File: config.mk
export PLATFORM = sky130hd
export DESIGN_NAME = keypad_digit_entry
export DESIGN_NICKNAME = d
export VERILOG_FILES = /design/src/rtl/keypad_digit_entry_pkg.sv /design/src/rtl/keypad_digit_entry_debounce.sv /design/src/rtl/keypad_digit_entry.sv
export SDC_FILE = /design/constraint.sdc
export NUM_CORES = 1
export LEC_CHECK = 0
export ABC_CLOCK_PERIOD_IN_PS = 2830
export CORE_MARGIN = 3
export CORE_UTILIZATION = 45
export DETAILED_ROUTE_END_ITERATION = 10
export HOLD_SLACK_MARGIN = 0.15
export PLACE_DENSITY = 0.81
export SLEW_MARGIN = 20
export SYNTH_ARGS = -nofsm -noshare
export SYNTH_HDL_FRONTEND = slang
export SYNTH_SLANG_ARGS = --single-unit
File: constraint.sdc
create_clock -name clk -period 2.83 [get_ports clk]
set_input_delay 0.566 -clock clk [delete_from_list [all_inputs] [get_ports clk]]
set_output_delay 0.566 -clock clk [all_outputs]
set_load 0.05 [all_outputs]
File: src/rtl/keypad_digit_entry_pkg.sv
// Shared types and constants for the keypad digit-entry path: FSM states,
// the decoded-key record and the encoder/key-0 decode helper.
package keypad_digit_entry_pkg;

  localparam int unsigned BCD_W = 4;

  typedef enum logic [1:0] {
    ST_IDLE    = 2'd0,
    ST_CONFIRM = 2'd1,
    ST_HELD    = 2'd2,
    ST_RELEASE = 2'd3
  } kp_state_e;

  typedef struct packed {
    logic             pressed;
    logic [BCD_W-1:0] key;
  } kp_decode_t;

  localparam kp_decode_t NO_KEY = '{pressed: 1'b0, key: 4'd0};

  // Encoder digits 1..9 outrank the separate key-0 line; codes 10..15 are noise.
  function automatic kp_decode_t kp_decode(input logic [BCD_W-1:0] zn_s,
                                           input logic             key0_n_s);
    logic [BCD_W-1:0] code_s;
    kp_decode_t       res_s;
    code_s = ~zn_s;
    if ((code_s >= 4'd1) && (code_s <= 4'd9)) begin
      res_s = '{pressed: 1'b1, key: code_s};
    end else if ((code_s == 4'd0) && (key0_n_s == 1'b0)) begin
      res_s = '{pressed: 1'b1, key: 4'd0};
    end else begin
      res_s = NO_KEY;
    end
    return res_s;
  endfunction

endpackage

File: src/rtl/keypad_digit_entry_debounce.sv
// Two-flop synchronizer, key decode and press/release debounce FSM.
// Emits a one-cycle accept strobe together with the confirmed key.
module keypad_digit_entry_debounce
  import keypad_digit_entry_pkg::*;
#(
  parameter int unsigned DEBOUNCE_CYCLES = 4
) (
  input  logic             clk,
  input  logic             rst_n,
  input  logic [BCD_W-1:0] zn_i,
  input  logic             key0_n_i,
  output logic             accept_o,
  output logic [BCD_W-1:0] key_o
);

  localparam int unsigned     CNT_W   = $clog2(DEBOUNCE_CYCLES + 1);
  localparam logic [CNT_W-1:0] CNT_MAX = CNT_W'(DEBOUNCE_CYCLES);

  logic [BCD_W:0]   sync1_q;
  logic [BCD_W:0]   sync2_q;
  kp_state_e        state_q;
  kp_state_e        state_d;
  logic [CNT_W-1:0] cnt_q;
  logic [CNT_W-1:0] cnt_d;
  logic [CNT_W-1:0] cnt_inc_s;
  logic [BCD_W-1:0] cand_q;
  logic [BCD_W-1:0] cand_d;
  logic             accept_s;
  kp_decode_t       dec_s;

  // Synchronizers idle at the released level so reset never looks like a press.
  always_ff @(posedge clk) begin
    if (!rst_n) begin
      sync1_q <= '1;
      sync2_q <= '1;
    end else begin
      sync1_q <= {key0_n_i, zn_i};
      sync2_q <= sync1_q;
    end
  end

  always_ff @(posedge clk) begin
    if (!rst_n) begin
      state_q <= ST_IDLE;
      cnt_q   <= '0;
      cand_q  <= '0;
    end else begin
      state_q <= state_d;
      cnt_q   <= cnt_d;
      cand_q  <= cand_d;
    end
  end

  always_comb begin
    dec_s     = kp_decode(sync2_q[BCD_W-1:0], sync2_q[BCD_W]);
    cnt_inc_s = (cnt_q == CNT_MAX) ? cnt_q : (cnt_q + CNT_W'(1));
    state_d   = state_q;
    cnt_d     = cnt_q;
    cand_d    = cand_q;
    accept_s  = 1'b0;

    case (state_q)
      ST_IDLE: begin
        if (dec_s.pressed) begin
          cand_d  = dec_s.key;
          cnt_d   = '0;
          state_d = ST_CONFIRM;
        end else begin
          state_d = ST_IDLE;
        end
      end

      ST_CONFIRM: begin
        if (dec_s.pressed && (dec_s.key == cand_q)) begin
          cnt_d = cnt_inc_s;
          if (cnt_inc_s == CNT_MAX) begin
            accept_s = 1'b1;
            state_d  = ST_HELD;
          end else begin
            state_d = ST_CONFIRM;
          end
        end else begin
          cnt_d   = '0;
          state_d = ST_IDLE;
        end
      end

      // Rolling onto another key while held must not produce a second digit.
      ST_HELD: begin
        if (!dec_s.pressed) begin
          cnt_d   = '0;
          state_d = ST_RELEASE;
        end else begin
          state_d = ST_HELD;
        end
      end

      ST_RELEASE: begin
        if (dec_s.pressed) begin
          state_d = ST_HELD;
        end else begin
          cnt_d = cnt_inc_s;
          if (cnt_inc_s == CNT_MAX) begin
            state_d = ST_IDLE;
          end else begin
            state_d = ST_RELEASE;
          end
        end
      end

      default: begin
        cnt_d   = '0;
        state_d = ST_IDLE;
      end
    endcase
  end

  assign accept_o = accept_s;
  assign key_o    = cand_q;

endmodule

File: src/rtl/keypad_digit_entry.sv
// Keypad digit-entry top: debounced key strobe feeds a BCD shift register
// with digit count, sticky overflow and a synchronous clear that beats accept.
module keypad_digit_entry
  import keypad_digit_entry_pkg::*;
#(
  parameter int unsigned DIGITS          = 4,
  parameter int unsigned DEBOUNCE_CYCLES = 4
) (
  input  logic                    clk,
  input  logic                    rst_n,
  input  logic [BCD_W-1:0]        zn,
  input  logic                    key0_n,
  input  logic                    clr,
  output logic [BCD_W*DIGITS-1:0] entry,
  output logic [3:0]              digit_cnt,
  output logic                    new_digit,
  output logic [BCD_W-1:0]        key_code,
  output logic                    overflow
);

  localparam int unsigned ENTRY_W    = BCD_W * DIGITS;
  localparam logic [3:0]  DIGITS_CNT = 4'(DIGITS);

  logic                 acc_s;
  logic [BCD_W-1:0]     acc_key_s;
  logic [ENTRY_W-1:0]   entry_q;
  logic [ENTRY_W-1:0]   entry_d;
  logic [3:0]           cnt_q;
  logic [3:0]           cnt_d;
  logic [BCD_W-1:0]     code_q;
  logic [BCD_W-1:0]     code_d;
  logic                 ovf_q;
  logic                 ovf_d;
  logic                 pulse_q;
  logic                 pulse_d;

  keypad_digit_entry_debounce #(
    .DEBOUNCE_CYCLES(DEBOUNCE_CYCLES)
  ) u_debounce (
    .clk      (clk),
    .rst_n    (rst_n),
    .zn_i     (zn),
    .key0_n_i (key0_n),
    .accept_o (acc_s),
    .key_o    (acc_key_s)
  );

  // The cast drops the oldest digit and also covers the single-digit case.
  always_comb begin
    entry_d = entry_q;
    cnt_d   = cnt_q;
    code_d  = code_q;
    ovf_d   = ovf_q;
    pulse_d = 1'b0;
    if (clr) begin
      entry_d = '0;
      cnt_d   = 4'd0;
      code_d  = 4'd0;
      ovf_d   = 1'b0;
    end else if (acc_s) begin
      code_d = acc_key_s;
      if (cnt_q < DIGITS_CNT) begin
        entry_d = ENTRY_W'({entry_q, acc_key_s});
        cnt_d   = cnt_q + 4'd1;
        pulse_d = 1'b1;
      end else begin
        ovf_d = 1'b1;
      end
    end else begin
      pulse_d = 1'b0;
    end
  end

  always_ff @(posedge clk) begin
    if (!rst_n) begin
      entry_q <= '0;
      cnt_q   <= 4'd0;
      code_q  <= 4'd0;
      ovf_q   <= 1'b0;
      pulse_q <= 1'b0;
    end else begin
      entry_q <= entry_d;
      cnt_q   <= cnt_d;
      code_q  <= code_d;
      ovf_q   <= ovf_d;
      pulse_q <= pulse_d;
    end
  end

  assign entry     = entry_q;
  assign digit_cnt = cnt_q;
  assign new_digit = pulse_q;
  assign key_code  = code_q;
  assign overflow  = ovf_q;

endmodule

==> flow_summary.yaml <==
timing:
  worst_pin_slew_ns: 0.536
  finalCritPeriodShare_pct: 81.8
  holdWs_ns: 0.402
  fin_skew_ns: 0.0103
  finalHoldViolCount: 0
  fmax_ghz: 0.432
  finalSetupViolCount: 0
  maxSlewViolCount: 0
  rsz0062_at_grt: "no"
  tns_ns: 0
  period_minus_slack_ns: 2.31
  relSlewSlack_pct: 64.2
yosys:
  ys_ff_latch: 45
  synthArstFlopShare_pct: 0
  synth_top_area_share_pct: 46.5
  synth_mux_area_share_pct: 11.4
  synth_adder_area_share_pct: 1.94
  synthCells: 202
  synth_cell_types: 45
  syn_avg_cell_area_sq_um: 9.60
  yosysSeqAreaShare_pct: 46.5
  synth_compound_area_share_pct: 13.3
  yosys.area.top_type: "dfxtp_1"
  syn_nets: 213
  synth_area_sq_mm: 0.00194
  synth_top_family_by_area: "simple AND/OR/NAND/NOR gates"
  synth.area.top_cells: "dfxtp_1, mux2i_1, nand2_1, nand2b_1, a21oi_1"
  synth_edf_count: 0
  post_synth_xor_area_fraction_pct: 1.35
  synth_ff_type: "dfxtp_1"
  yosysWarnings: 0
  synthSimpleGateAreaFrac_pct: 21.2
critical_path:
  path_delay_family: "simple AND/OR/NAND/NOR gates"
  cp_num_buf_inv: 2
  cp.required_ns: 3.02
  cp_cell_sequence: "inv_1, ha_1, nor4b_1, o21a_1, o2111ai_1, or2_1, buf_4, mux2i_1"
  critPathArrivalTime_ns: 2.50
  crit_slowest_cell: "dfxtp_1"
  max_stage_delay_ns: 0.38
  critPathLaunchType: "flop"
  cp_max_fo: 17
  cp-end-kind: "flop"
  crit_type: "flop to flop"
drt:
  num_vias: 1560
  wl_met3_um: 235
  dr_wl_met2_um: 1860
  vias_per_cell: 5.45
  drt_iter0_markers: 102
  wl_per_cell_um: 13.6
  wl_met1_um: 1700
  routed_wl_um: 3890
  drcViolationCount: 0
  drtAntennaViolNets: 0
  topRoutingLayerUsed: "met4"
  first_pass_iters: 4
finish:
  n_antenna_cell: 0
  syn_to_final_growth_pct: 23.4
  final_util_pct: 58.6
  final_common_cell: "dfxtp_1"
  drive_gt1_share_pct: 8.47
  fin_nets: 247
  final_cells: 286
  final_cell_mix: "dfxtp_1, nand2_1, clkdlybuf4s50_1, mux2i_1, a21oi_1"
placement:
  portBuffers: 33
  place_inst: 279
  routabilityCongestion: 0.858
  place_hpwl_um: 2680
cts:
  ctsHtreeMaxLevel: 2
  ctsResizeCount: 0
  clock_sinks: 45
  tritoncts: "yes"
  clk_latency_ns: 0.30
  path_clk_slew_ns: 0.08
  cts_root_buf: "clkbuf_8"
  clock_path_buffers: 2
  cts-buffers-inserted: 5
  cts_hold_buf: 0
  postCtsSetupBuffers: 0
hold_path:
  worstHoldPathType: "flop to flop"
pwr:
  p_per_area_mw_per_mm2: 510
  peakVddDrop_mv: 0.278
  p_leak_nw: 0.962
global_route:
  grt_pass1_vias: 1514
  gr-usage-all-layers_pct: 16.4
  grt_antenna_before_repair: 0
  grt_pass1_wl_um: 6670
  grt.overflow.total: 0
  grt_max_degree: 29
flow_run:
  drv_cap: 0
die:
  dieArea_sq_mm: 0.00513
  rows: 23
  coreArea_sq_mm: 0.00409
  io_pins: 34
  die_y_um: 71.7
  start_util_pct: 47.5
  fp.dieW_um: 71.7
run_status:
  status: "completed"
## Yosys cell counts (2+ instances only)
master and n:
dfxtp_1 45, nand2_1 36, mux2i_1 21, a21oi_1 14
nand2b_1 12, nor2_1 9, clkbuf_1 6, o21ai_0 6
inv_1 5, nand4_1 4, ha_1 3, nor4b_1 3
and2_1 2, buf_6 2, nand3_1 2, nor4_1 2
xor2_1 2
## final timing paths
check,to,cells past startpoint,startpoint,slack [ns]
worst max-delay path,entry[2],8,u_debounce.cnt_q[0],0.52
worst min-delay path,u_debounce.sync2_q[0],1,u_debounce.sync1_q[0],0.40
worst max register to register,entry[2],8,u_debounce.cnt_q[0],0.52
worst min register to register,u_debounce.sync2_q[0],1,u_debounce.sync1_q[0],0.40
## per-layer routing
metal  track usage, %  vias up
li1                 -      783
met1             19.3      712
met2             27.8       55
met3             3.65       10
met4             8.56        0
met5                0        -
## area by class of cell
type | instances | area [sq um]
Clock buffer | 5 | 68.8
Clock inverter | 2 | 35.0
Fill cell | 381 | 1690
Inverter | 5 | 18.8
Multi-Input combinational cell | 143 | 955
Sequential cell | 45 | 901
Tap cell | 50 | 62.6
Timing Repair Buffer | 36 | 353
## logic make-up (layout without fill, tap and decap cells)
kind of cell | count (synthesis) | count (layout)
XOR/XNOR | 3 | 3
adder cells (fa/ha/maj) | 3 | 3
AO/OA/AOI/OAI | 36 | 36
buffers and inverters | 14 | 48
flip-flops | 45 | 45
multiplexers | 22 | 22
AND/OR/NAND/NOR | 79 | 79
## power by group
part	internal (W)	switching, W
Sequential	0.000644	0.0000149
Clock	0.000257	0.000209
Combinational	0.0000415	0.0000547
Total	0.000942	0.000278
## worst reg2reg max path, cell delays in order (launching register included)
cell and delay, ns:
dfxtp_1 0.38, inv_1 0.10, ha_1 0.35, nor4b_1 0.36, o21a_1 0.23, o2111ai_1 0.15
or2_1 0.26, buf_4 0.22, mux2i_1 0.16
## state kept, by name, indices dropped and copies added (netlist names)
name	cells
entry	16
u_debounce.sync1_q	5
u_debounce.sync2_q	5
digit_cnt	4
key_code	4
u_debounce.key_o	4
u_debounce.cnt_q	3
u_debounce.state_q	2
new_digit	1
overflow	1
## metrics by stage
stage	cell area [sq um]	setup slack (ns)	power [W]
2_1_floorplan	1940	0.768	0.000738
3_3_place_gp	2290	0.703	0.000764
3_5_place_dp	2290	0.580	0.000766
4_1_cts	2390	0.541	0.00123
5_1_grt	2390	0.365	0.00127
6_report	2390	0.515	0.00122
Power figures use the tool's default switching activity.
